## config.mk

```make
export PLATFORM = sky130hd
export DESIGN_NAME = pipeline_controller_flat
export DESIGN_NICKNAME = d
export VERILOG_FILES = /design/src/rtl/pipeline_controller_if.sv /design/src/rtl/pipeline_controller.sv /design/src/flat_wrapper.sv
export SDC_FILE = /design/constraint.sdc
export NUM_CORES = 1
export LEC_CHECK = 0
export CAP_MARGIN = 0
export CORE_MARGIN = 10
export CORE_UTILIZATION = 35
export DETAILED_ROUTE_END_ITERATION = 16
export DONT_BUFFER_PORTS = 1
export SLEW_MARGIN = 20
export SYNTH_ARGS = -nofsm -noshare
export SYNTH_HDL_FRONTEND = slang
export SYNTH_SLANG_ARGS = --single-unit
```

## constraint.sdc

```tcl
create_clock -name clk -period 1.4 [get_ports clk]
set_input_delay 0.28 -clock clk [delete_from_list [all_inputs] [get_ports clk]]
set_output_delay 0.28 -clock clk [all_outputs]
set_load 0.01 [all_outputs]
```

## src/rtl/pipeline_controller_if.sv

```systemverilog
// Handshake bundle between the pipeline datapath and its controller.
// master drives the datapath status, slave (the controller) drives enables/flushes/status.
interface pipeline_controller_if #(
  parameter int NUM_STAGES = 5,
  parameter int REG_ADDR_W = 5,
  parameter int CNT_W      = 32
);
  logic                    i_run_cont;
  logic                    i_step;
  logic                    i_halt_instr;
  logic [REG_ADDR_W-1:0]   i_id_rs;
  logic [REG_ADDR_W-1:0]   i_id_rt;
  logic                    i_id_uses_rt;
  logic                    i_ex_mem_read;
  logic [REG_ADDR_W-1:0]   i_ex_rt;
  logic                    i_branch_taken;

  logic                    o_pc_en;
  logic [NUM_STAGES-2:0]   o_latch_en;
  logic [NUM_STAGES-2:0]   o_latch_flush;
  logic [NUM_STAGES-1:0]   o_valid;
  logic [2:0]              o_state;
  logic                    o_halted;
  logic [CNT_W-1:0]        o_cycle_cnt;
  logic [CNT_W-1:0]        o_stall_cnt;

  modport master (
    output i_run_cont, i_step, i_halt_instr, i_id_rs, i_id_rt, i_id_uses_rt,
           i_ex_mem_read, i_ex_rt, i_branch_taken,
    input  o_pc_en, o_latch_en, o_latch_flush, o_valid, o_state, o_halted,
           o_cycle_cnt, o_stall_cnt
  );

  modport slave (
    input  i_run_cont, i_step, i_halt_instr, i_id_rs, i_id_rt, i_id_uses_rt,
           i_ex_mem_read, i_ex_rt, i_branch_taken,
    output o_pc_en, o_latch_en, o_latch_flush, o_valid, o_state, o_halted,
           o_cycle_cnt, o_stall_cnt
  );
endinterface

```

## src/rtl/pipeline_controller.sv

```systemverilog
// Run/step/drain/halt sequencer for an in-order pipeline with load-use stall and branch flush.
// Define PIPELINE_CONTROLLER_PERF_CNT_EN to build the saturating cycle/stall counters.
module pipeline_controller #(
  parameter int NUM_STAGES = 5,
  parameter int REG_ADDR_W = 5,
  parameter int CNT_W      = 32
) (
  input  logic                  clk,
  input  logic                  rst,
  pipeline_controller_if.slave  bus
);

  localparam int L = NUM_STAGES - 1;

  typedef enum logic [2:0] {
    IDLE   = 3'd0,
    RUN    = 3'd1,
    STEP   = 3'd2,
    DRAIN  = 3'd3,
    HALTED = 3'd4
  } state_e;

  state_e                state_q, state_d;
  logic [NUM_STAGES-1:0] valid_q, valid_d;
  logic                  pc_en;
  logic [L-1:0]          latch_en;
  logic [L-1:0]          latch_flush;
  logic                  advance;
  logic                  drain;
  logic                  load_use;
  logic [REG_ADDR_W-1:0] ex_rt;

  assign ex_rt    = bus.i_ex_rt;
  assign load_use = bus.i_ex_mem_read && (ex_rt != '0) &&
                    ((ex_rt == bus.i_id_rs) || (bus.i_id_uses_rt && (ex_rt == bus.i_id_rt)));

  always_comb begin
    state_d     = state_q;
    pc_en       = 1'b0;
    latch_en    = '0;
    latch_flush = '0;
    advance     = 1'b0;
    drain       = 1'b0;
    case (state_q)
      IDLE: begin
        if (bus.i_run_cont)  state_d = RUN;
        else if (bus.i_step) state_d = STEP;
      end
      RUN, STEP: begin
        advance  = 1'b1;
        pc_en    = 1'b1;
        latch_en = '1;
        // A taken branch squashes the wrong-path instructions and makes any load-use stall moot.
        if (bus.i_branch_taken) begin
          for (int i = 0; i < L; i++) begin
            if (i < 3) latch_flush[i] = 1'b1;
          end
        end else if (load_use) begin
          pc_en          = 1'b0;
          latch_en[0]    = 1'b0;
          latch_flush[1] = 1'b1;
        end
        if (bus.i_halt_instr)                         state_d = DRAIN;
        else if ((state_q == STEP) || !bus.i_run_cont) state_d = IDLE;
      end
      DRAIN: begin
        drain          = 1'b1;
        latch_en       = '1;
        latch_flush[0] = 1'b1;
      end
      HALTED:  state_d = HALTED;
      default: state_d = IDLE;
    endcase

    valid_d = valid_q;
    if (advance || drain) begin
      // A stalled IF keeps its instruction; otherwise IF fills exactly when the PC moves.
      valid_d[0] = pc_en | (~latch_en[0] & valid_q[0]);
      for (int s = 1; s < NUM_STAGES; s++) begin
        if (latch_flush[s-1])   valid_d[s] = 1'b0;
        else if (latch_en[s-1]) valid_d[s] = valid_q[s-1];
      end
    end
    // Leave DRAIN on the edge that empties the last occupied stage.
    if (drain && (valid_d[NUM_STAGES-1:1] == '0)) state_d = HALTED;

    if (rst) begin
      pc_en       = 1'b0;
      latch_en    = '0;
      latch_flush = '0;
      advance     = 1'b0;
      drain       = 1'b0;
    end
  end

  always_ff @(posedge clk) begin
    if (rst) begin
      state_q <= IDLE;
      valid_q <= '0;
    end else begin
      state_q <= state_d;
      valid_q <= valid_d;
    end
  end

`ifdef PIPELINE_CONTROLLER_PERF_CNT_EN
  logic [CNT_W-1:0] cycle_cnt_q, cycle_cnt_d;
  logic [CNT_W-1:0] stall_cnt_q, stall_cnt_d;
  logic             stall_cyc;

  function automatic logic [CNT_W-1:0] sat_inc(input logic [CNT_W-1:0] v);
    return (&v) ? v : v + 1'b1;
  endfunction

  // Branch forces pc_en high, so a held PC on an advance cycle is exactly a load-use stall.
  assign stall_cyc = advance & ~pc_en;

  always_comb begin
    cycle_cnt_d = advance   ? sat_inc(cycle_cnt_q) : cycle_cnt_q;
    stall_cnt_d = stall_cyc ? sat_inc(stall_cnt_q) : stall_cnt_q;
  end

  always_ff @(posedge clk) begin
    if (rst) begin
      cycle_cnt_q <= '0;
      stall_cnt_q <= '0;
    end else begin
      cycle_cnt_q <= cycle_cnt_d;
      stall_cnt_q <= stall_cnt_d;
    end
  end

  assign bus.o_cycle_cnt = cycle_cnt_q;
  assign bus.o_stall_cnt = stall_cnt_q;
`else
  assign bus.o_cycle_cnt = {CNT_W{1'b0}};
  assign bus.o_stall_cnt = {CNT_W{1'b0}};
`endif

  assign bus.o_pc_en       = pc_en;
  assign bus.o_latch_en    = latch_en;
  assign bus.o_latch_flush = latch_flush;
  assign bus.o_valid       = valid_q;
  assign bus.o_state       = state_q;
  assign bus.o_halted      = (state_q == HALTED);

endmodule

```

## src/flat_wrapper.sv

```systemverilog
// flat-port wrapper written by rule: the top's interface ports become plain ports
module pipeline_controller_flat 
#(
  parameter int NUM_STAGES = 5,
  parameter int REG_ADDR_W = 5,
  parameter int CNT_W      = 32
)
  (clk, rst, bus_i_run_cont, bus_i_step, bus_i_halt_instr, bus_i_id_rs, bus_i_id_rt, bus_i_id_uses_rt, bus_i_ex_mem_read, bus_i_ex_rt, bus_i_branch_taken, bus_o_pc_en, bus_o_latch_en, bus_o_latch_flush, bus_o_valid, bus_o_state, bus_o_halted, bus_o_cycle_cnt, bus_o_stall_cnt);
  pipeline_controller_if #(.NUM_STAGES(NUM_STAGES), .REG_ADDR_W(REG_ADDR_W), .CNT_W(CNT_W)) bus_i ();
  input  logic clk;
  input  logic rst;
  input wire logic [$bits(bus_i.i_run_cont)-1:0] bus_i_run_cont;
  input wire logic [$bits(bus_i.i_step)-1:0] bus_i_step;
  input wire logic [$bits(bus_i.i_halt_instr)-1:0] bus_i_halt_instr;
  input wire logic [$bits(bus_i.i_id_rs)-1:0] bus_i_id_rs;
  input wire logic [$bits(bus_i.i_id_rt)-1:0] bus_i_id_rt;
  input wire logic [$bits(bus_i.i_id_uses_rt)-1:0] bus_i_id_uses_rt;
  input wire logic [$bits(bus_i.i_ex_mem_read)-1:0] bus_i_ex_mem_read;
  input wire logic [$bits(bus_i.i_ex_rt)-1:0] bus_i_ex_rt;
  input wire logic [$bits(bus_i.i_branch_taken)-1:0] bus_i_branch_taken;
  output wire logic [$bits(bus_i.o_pc_en)-1:0] bus_o_pc_en;
  output wire logic [$bits(bus_i.o_latch_en)-1:0] bus_o_latch_en;
  output wire logic [$bits(bus_i.o_latch_flush)-1:0] bus_o_latch_flush;
  output wire logic [$bits(bus_i.o_valid)-1:0] bus_o_valid;
  output wire logic [$bits(bus_i.o_state)-1:0] bus_o_state;
  output wire logic [$bits(bus_i.o_halted)-1:0] bus_o_halted;
  output wire logic [$bits(bus_i.o_cycle_cnt)-1:0] bus_o_cycle_cnt;
  output wire logic [$bits(bus_i.o_stall_cnt)-1:0] bus_o_stall_cnt;
  assign bus_i.i_run_cont = bus_i_run_cont;
  assign bus_i.i_step = bus_i_step;
  assign bus_i.i_halt_instr = bus_i_halt_instr;
  assign bus_i.i_id_rs = bus_i_id_rs;
  assign bus_i.i_id_rt = bus_i_id_rt;
  assign bus_i.i_id_uses_rt = bus_i_id_uses_rt;
  assign bus_i.i_ex_mem_read = bus_i_ex_mem_read;
  assign bus_i.i_ex_rt = bus_i_ex_rt;
  assign bus_i.i_branch_taken = bus_i_branch_taken;
  assign bus_o_pc_en = bus_i.o_pc_en;
  assign bus_o_latch_en = bus_i.o_latch_en;
  assign bus_o_latch_flush = bus_i.o_latch_flush;
  assign bus_o_valid = bus_i.o_valid;
  assign bus_o_state = bus_i.o_state;
  assign bus_o_halted = bus_i.o_halted;
  assign bus_o_cycle_cnt = bus_i.o_cycle_cnt;
  assign bus_o_stall_cnt = bus_i.o_stall_cnt;
  pipeline_controller #(.NUM_STAGES(NUM_STAGES), .REG_ADDR_W(REG_ADDR_W), .CNT_W(CNT_W)) u_core (.clk(clk), .rst(rst), .bus(bus_i));
endmodule
```

==> impl_table.tex, run 1 <==
\begin{tabular}{lr}
\hline
Metric & Value \\
\hline
\multicolumn{2}{l}{\textbf{Placed design}} \\
\quad Worst setup slack before clock tree synthesis & -174 ps \\
\quad Total instance count after detailed placement & $\sim$200 \\
\quad DP Area & around 1000 sq um \\
\quad Final Wtd Congestion & between 0.7 and 0.8 \\
\quad Dpl hpwl & between 2000 and 3000 um \\
\quad Count of port buffers added during placement & 0 \\
\multicolumn{2}{l}{\textbf{Detailed routing}} \\
\quad Number of optimization iterations in the first detailed-route pass & 4 \\
\quad Initial DRC count & 20 \\
\quad Via density per instance & 3.97 \\
\quad Count of vias placed by the detailed router & between 800 and 900 \\
\quad ANT nets after route & 0 \\
\quad Residual DRC count & 0 \\
\quad Routed length per instance & 14.4 um \\
\quad Routed wire length & between 3000 and 4000 um \\
\multicolumn{2}{l}{\textbf{Clock network}} \\
\quad TritonCTS Sinks & 8 \\
\quad TritonCTS buffer count & 3 \\
\quad Latest clock arrival within the worst-skew pair & 250 ps \\
\quad CTS Buffer Depth & 2 \\
\quad TritonCTS clock tree & built \\
\quad Clock-pin transition on the worst setup and hold timing paths & 60 ps \\
\quad Hold-fix buffer count after cts & 0 \\
\quad Root buffer cell & clkbuf\_4 \\
\quad H-tree levels & 1 \\
\multicolumn{2}{l}{\textbf{Global routing}} \\
\quad Pin count of the biggest net entering global routing & 11 \\
\quad Wire length of the first global-routing pass & 4370 um \\
\quad Vias in the first global route & 876 \\
\quad Gr ovfl total & 0 \\
\quad Overall fraction of global-route tracks in use & 8.81\% \\
\quad Initial antenna violation count & 0 \\
\multicolumn{2}{l}{\textbf{Finish}} \\
\quad Most common cell after layout, fill and taps aside & conb\_1 \\
\quad End-of-flow core utilization & 39.4\% \\
\quad Filler cell count & 337 \\
\quad Cell area after layout & approximately 1200 sq um \\
\quad Diode insertion count for antenna repair & 0 \\
\quad Commonest cells after routing, fill and taps aside & conb\_1, buf\_4, xnor2\_1 \\
\quad Proportion of layout cells with a drive suffix above 1 & 27.7\% \\
\quad Final net count & 191 \\
\quad Number of standard cells in the final layout excluding fillers & 210 \\
\quad Synth-to-Final Area Change & 7.66\% \\
\multicolumn{2}{l}{\textbf{Timing}} \\
\quad Max Transition Viols Final & 0 \\
\quad Setup repair after global routing missed its margin & yes \\
\quad Post-route minimum period & 1550 ps \\
\quad Final period utilization & 110\% \\
\quad Worst-case setup margin in the final layout & -147 ps \\
\quad Setup violators final & 9 \\
\quad Final Skew & 4.96 ps \\
\quad Final Hold Viols & 0 \\
\quad Max Fclk & 647 MHz \\
\multicolumn{2}{l}{\textbf{Status}} \\
\quad Violated checks & negative setup slack \\
\quad Outcome & complete, but fails checks \\
\multicolumn{2}{l}{\textbf{Logic synthesis}} \\
\quad Sequential fraction of the synthesis area & 14.2\% \\
\quad Proportion of synthesized flip-flops having asynchronous set or reset & 0\% \\
\quad Top\_reg\_cell synth & dfxtp\_1 \\
\quad Number of flip-flops and latches in the synthesized netlist & 8 \\
\quad Total of warnings raised by yosys & 0 \\
\quad Synthesized instance count & 150 \\
\quad EDFF count, synth & 0 \\
\quad Avg Inst Size Synth & between 7 and 8 sq um \\
\quad Cell types occupying the most area after synthesis & buf\_4, dfxtp\_1, xnor2\_1, nor2\_1, a21oi\_1 \\
\quad Distinct cell type count of the synthesized netlist & 33 \\
\quad Largest area contributor in the synthesized netlist & buf\_4 \\
\quad Fraction of synthesized cell area taken by the top area cell type & 44.6\% \\
\quad Total standard cell area after synthesis & 1130 sq um \\
\multicolumn{2}{l}{\textbf{Pwr}} \\
\quad Tot Pwr & 0.973 mW \\
\quad Power density over the cells & 802 nW/um\^{}2 \\
\quad Static leakage & approximately 0.56 nW \\
\quad Peak ir drop on the vdd network & roughly 0.22 mV \\
\multicolumn{2}{l}{\textbf{Floorplan}} \\
\quad I/O pins & 105 \\
\quad Effective utilization at floorplan & 36.6\% \\
\quad Site Rows & 20 \\
\quad Die height & 76.8 um \\
\quad Core Area & 3080 sq um \\
\quad Die area & 5890 sq um \\
\quad Overall die width & about 77 um \\
\multicolumn{2}{l}{\textbf{Worst setup path}} \\
\quad Type of destination of the critical path & output pin \\
\quad Data required time at the worst endpoint & 1120 ps \\
\quad Type of origin of the critical path & primary input \\
\quad Critical Path AT & 1270 ps \\
\quad Kind of critical path & in -> out \\
\quad Worst reg2reg path depth & 6 \\
\quad Biggest fanout along the worst timing path & 5 \\
\multicolumn{2}{l}{\textbf{Job}} \\
\quad Number of max-capacitance violations reported & 0 \\
\multicolumn{2}{l}{\textbf{Min path}} \\
\quad Worst Hold Path Cells & 1 \\
\quad Type of the most critical hold path & in -> reg \\
\hline
\end{tabular}
-- cell usage after synthesis, types with 2 or more instances --
| library cell | count |
|---|---|
| dfxtp_1 | 8 |
| a21oi_1 | 6 |
| nand3_1 | 2 |
| xnor2_1 | 11 |
| clkbuf_1 | 2 |
| buf_4 | 67 |
| nand2_1 | 6 |
| nor3_1 | 5 |
| nor2b_1 | 2 |
| nor2_1 | 9 |
| a22oi_1 | 2 |
| inv_1 | 4 |
| o21ai_0 | 4 |
| buf_2 | 2 |
| a21boi_0 | 2 |
-- final cells by class --
class / count / area [sq um] / area share, %
clock buffer: 3 / 22.5 / 1.86
inverter: 4 / 15.0 / 1.24
multi-input combinational: 131 / 783 / 64.5
sequential: 8 / 169 / 13.9
tap: 44 / 55.1 / 4.54
timing repair buffer: 20 / 169 / 13.9
-- power by group --
group	internal (mW)	switching [mW]
Combinational	0.232	0.277
Clock	0.0983	0.0818
Sequential	0.249	0.0357
-- cell families after synthesis --
| family | count (synthesis) | synth area share (%) |
|---|---|---|
| buffers and inverters | 75 | 47.5 |
| and+or+nand+nor | 33 | 14.8 |
| AOI/OAI and AO/OA | 20 | 12.9 |
| xor gates and xnor gates | 11 | 8.55 |
| DFF | 8 | 14.2 |
| adders and majority gates | 1 | 0.888 |
| other | 1 | 0.333 |
| muxes | 1 | 0.888 |
-- flip-flops by register name, summed over array words and instances (netlist names) --
name                cells
u_core.bus.o_state      3
u_core.bus.o_valid      5
-- repair_timing --
item                                    CTS  global route
resized for setup                        10            19
buffers inserted                          2             3
pin swaps                                 1             9
endpoints found under the setup margin   10            13
-- final timing paths --
check	endpoint	slack, ps	from
worst min register to register	u_core.bus.o_valid[4]	590	u_core.bus.o_valid[4]
worst max register to register	u_core.bus.o_valid[1]	30	u_core.bus.o_state[0]
worst min-delay path	u_core.bus.o_state[2]	80	rst
worst max-delay path	bus_o_latch_flush[1]	-150	bus_i_ex_rt[4]
-- per-stage QoR --
step                      TNS [ps]  hold slack, ps
final                         -647            80.0
after global routing         -1060            74.5
after CTS                     -752            77.0
after detailed placement      -599             355
after global placement        -562             353
after floorplan               -298             450
-- layer usage --
layer | wire length (um) | share of wire, % | GRT usage, %
met5 | 0 | 0 | 0
met4 | 34 | 1.1 | 4.46
met3 | 482 | 16 | 6.18
met2 | 1510 | 50 | 14.5
met1 | 985 | 33 | 8.03
-- critical path, stage by stage --
cell,delay (ps)
or4_4,520
o21ai_4,160
nor2b_4,90
o21a_1,210
Note: power is estimated with default switching activity, not from simulation.
==> run 2, diff against run 1 <==
--- a/config.mk
+++ b/config.mk
@@ -7,10 +7,12 @@
 export LEC_CHECK = 0
 export CAP_MARGIN = 0
 export CORE_MARGIN = 10
-export CORE_UTILIZATION = 35
+export CORE_UTILIZATION = 57
 export DETAILED_ROUTE_END_ITERATION = 16
 export DONT_BUFFER_PORTS = 1
+export PLACE_DENSITY = 0.75
 export SLEW_MARGIN = 20
 export SYNTH_ARGS = -nofsm -noshare
 export SYNTH_HDL_FRONTEND = slang
 export SYNTH_SLANG_ARGS = --single-unit
+export TNS_END_PERCENT = 1
==> impl_table.tex, run 2 (synthesized netlist as in run 1, its figures left out) <==
\begin{tabular}{lr}
\hline
Metric & Value \\
\hline
\multicolumn{2}{l}{\textbf{Finish}} \\
\quad Number of flip-flops under the largest register name & 5 (unchanged) \\
\quad Number of standard cells in the final layout excluding fillers & 184 (-12\%) \\
\quad End-of-flow core utilization & 57.2\% (+18 points) \\
\quad Filler cell count & 203 (-40\%) \\
\quad Diode insertion count for antenna repair & 0 (unchanged) \\
\quad Commonest cells after routing, fill and taps aside & conb\_1, xnor2\_1, nor2\_1 \\
\quad Final net count & 182 (-4.7\%) \\
\quad Area taken by multi-input logic gates & 758 sq um (-3.2\%) \\
\quad Reg area & 164 sq um (-3.0\%) \\
\quad Most common cell after layout, fill and taps aside & conb\_1 \\
\quad Cell area after layout & 1100 sq um (-9.4\%) \\
\quad Proportion of layout cells with a drive suffix above 1 & 19.1\% (-8.6 points) \\
\quad Synth-to-Final Area Change & -2.44\% \\
\multicolumn{2}{l}{\textbf{Clock network}} \\
\quad CTS Buffer Depth & 2 (unchanged) \\
\quad Root buffer cell & clkbuf\_4 \\
\quad TritonCTS Sinks & 8 (unchanged) \\
\quad Latest clock arrival within the worst-skew pair & 260 ps (about the same) \\
\quad TritonCTS buffer count & 3 (unchanged) \\
\quad H-tree levels & 1 (unchanged) \\
\quad TritonCTS clock tree & built \\
\quad Hold-fix buffer count after cts & 0 (unchanged) \\
\quad Clock-pin transition on the worst setup and hold timing paths & 60 ps (about the same) \\
\quad Buffer count from post-CTS setup fixing & 0 (-2) \\
\multicolumn{2}{l}{\textbf{Detailed routing}} \\
\quad Routed wire length & 2710 um (-10\%) \\
\quad Count of vias placed by the detailed router & 784 (-5.9\%) \\
\quad Via density per instance & 4.26 (+7.4\%) \\
\quad Residual DRC count & 0 (unchanged) \\
\quad Routed length per instance & 14.7 um (+2.4\%) \\
\quad Initial DRC count & 9 (-55\%) \\
\quad ANT nets after route & 0 (unchanged) \\
\quad Number of optimization iterations in the first detailed-route pass & 4 (unchanged) \\
\multicolumn{2}{l}{\textbf{Floorplan}} \\
\quad Die height & 64.5 um (-16\%) \\
\quad I/O pins & 105 (unchanged) \\
\quad Effective utilization at floorplan & 58.7\% (+22 points) \\
\quad Core Area & 1920 sq um (-38\%) \\
\quad Die area & 4160 sq um (-29\%) \\
\quad Site Rows & 16 (-20\%) \\
\quad Overall die width & 64.5 um (-16\%) \\
\multicolumn{2}{l}{\textbf{Global routing}} \\
\quad Wire length of the first global-routing pass & 4180 um (-4.4\%) \\
\quad Pin count of the biggest net entering global routing & 11 (unchanged) \\
\quad Vias in the first global route & 878 (+0.23\%) \\
\quad Gr ovfl total & 0 (unchanged) \\
\quad Overall fraction of global-route tracks in use & 12.1\% (+3.3 points) \\
\quad Initial antenna violation count & 0 (unchanged) \\
\multicolumn{2}{l}{\textbf{Placed design}} \\
\quad Dpl hpwl & 2410 um (-4.3\%) \\
\quad Total instance count after detailed placement & 181 (-10\%) \\
\quad DP Area & 988 sq um (-5.3\%) \\
\quad Final Wtd Congestion & 0.789 (+6.2\%) \\
\quad Count of port buffers added during placement & 0 (unchanged) \\
\multicolumn{2}{l}{\textbf{Timing}} \\
\quad Final Hold Viols & 0 (unchanged) \\
\quad Setup violators final & 5 (-4) \\
\quad Post-route minimum period & 1550 ps (+4.37 ps) \\
\quad Max Transition Viols Final & 0 (unchanged) \\
\quad Final period utilization & 111\% (+0.31 points) \\
\quad Setup repair after global routing missed its margin & yes \\
\quad Final Skew & 6.10 ps (+1.14 ps) \\
\quad Max Fclk & 645 MHz (-0.28\%) \\
\quad Post-route worst hold slack & 81.6 ps (+1.61 ps) \\
\quad Worst-case setup margin in the final layout & -151 ps (-4.37 ps) \\
\multicolumn{2}{l}{\textbf{Worst setup path}} \\
\quad Type of origin of the critical path & primary input \\
\quad RR Endpoint & u\_core.bus.o\_valid[1] \\
\quad Type of destination of the critical path & output pin \\
\quad Critical Path End & bus\_o\_latch\_flush[1] \\
\quad Kind of critical path & in -> out \\
\quad Data required time at the worst endpoint & 1120 ps (about the same) \\
\quad Worst reg2reg path depth & 5 (-1) \\
\quad Start point of the critical path & bus\_i\_ex\_rt[4] \\
\quad Biggest fanout along the worst timing path & 4 (-1) \\
\quad Beginning of the worst register-to-register path & u\_core.bus.o\_state[0] \\
\quad Flop-to-flop setup slack & 140 ps (+110 ps) \\
\quad Critical Path AT & 1270 ps (about the same) \\
\multicolumn{2}{l}{\textbf{Pwr}} \\
\quad Peak ir drop on the vdd network & 0.361 mV (+65\%) \\
\quad Static leakage & 0.512 nW (-9.2\%) \\
\quad Power density over the cells & 809 nW/um\^{}2 (+0.84\%) \\
\multicolumn{2}{l}{\textbf{Job}} \\
\quad Number of max-capacitance violations reported & 0 (unchanged) \\
\multicolumn{2}{l}{\textbf{Min path}} \\
\quad Type of the most critical hold path & in -> reg \\
\multicolumn{2}{l}{\textbf{Status}} \\
\quad Violated checks & negative setup slack \\
\quad Outcome & complete, but fails checks \\
\hline
\end{tabular}
[run 2: metal layers]
| layer | vias up | GRT usage (%) | wire length (um) |
|---|---|---|---|
| met5 | - | 0 | 0 |
| met3 | 2 | 8.42 | 424 |
| li1 | 371 | - | - |
| met4 | 0 | 5.61 | 14 |
| met1 | 350 | 9.10 | 772 |
| met2 | 61 | 22.8 | 1490 |
[run 2: area by class of cell]
class	count	area share (%)
Multi-Input combinational cell	131	68.9
Clock buffer	3	2.05
Tap cell	27	3.07
Inverter	4	1.37
Sequential cell	8	14.9
Timing Repair Buffer	11	9.67
[run 2: through the flow]
stage               setup WS, ps  TNS [ps]  power, mW
floorplan                   -129      -342      0.695
global placement            -154      -674      0.640
detailed placement          -176      -790      0.646
CTS                         -183      -709      0.872
global route                -193      -940      0.965
finish                      -151      -544      0.889
[run 2: how the worst min path moves through the flow]
stage	startpoint	endpoint	slack (ps)	depth (start not counted)
detailed placement	rst	u_core.bus.o_state[2]	360	1
CTS	rst	u_core.bus.o_state[2]	60	1
floorplan	bus_i_run_cont	u_core.bus.o_state[0]	450	2
finish	rst	u_core.bus.o_state[2]	80	1
global placement	rst	u_core.bus.o_state[2]	350	1
global route	rst	u_core.bus.o_state[2]	60	1
[run 2: worst max-delay path: stages]
cell,delay [ps]
or4_4,520
o21ai_4,160
nor2b_4,90
o21a_1,210
[run 2: power breakdown]
group | total (mW) | internal, mW | switching, mW | leakage (nW)
Combinational | 0.433 | 0.175 | 0.258 | 0.432
Sequential | 0.276 | 0.248 | 0.0279 | 0.0664
Clock | 0.181 | 0.0984 | 0.0821 | 0.0138
Total | 0.889 | 0.522 | 0.368 | 0.512
[run 2: what timing repair did]
item | 4_1_cts | 5_1_grt
pin swaps | 2 | 1
gates cloned | 0 | 0
setup endpoints to repair | 9 | 9
gates resized for setup | 13 | 7
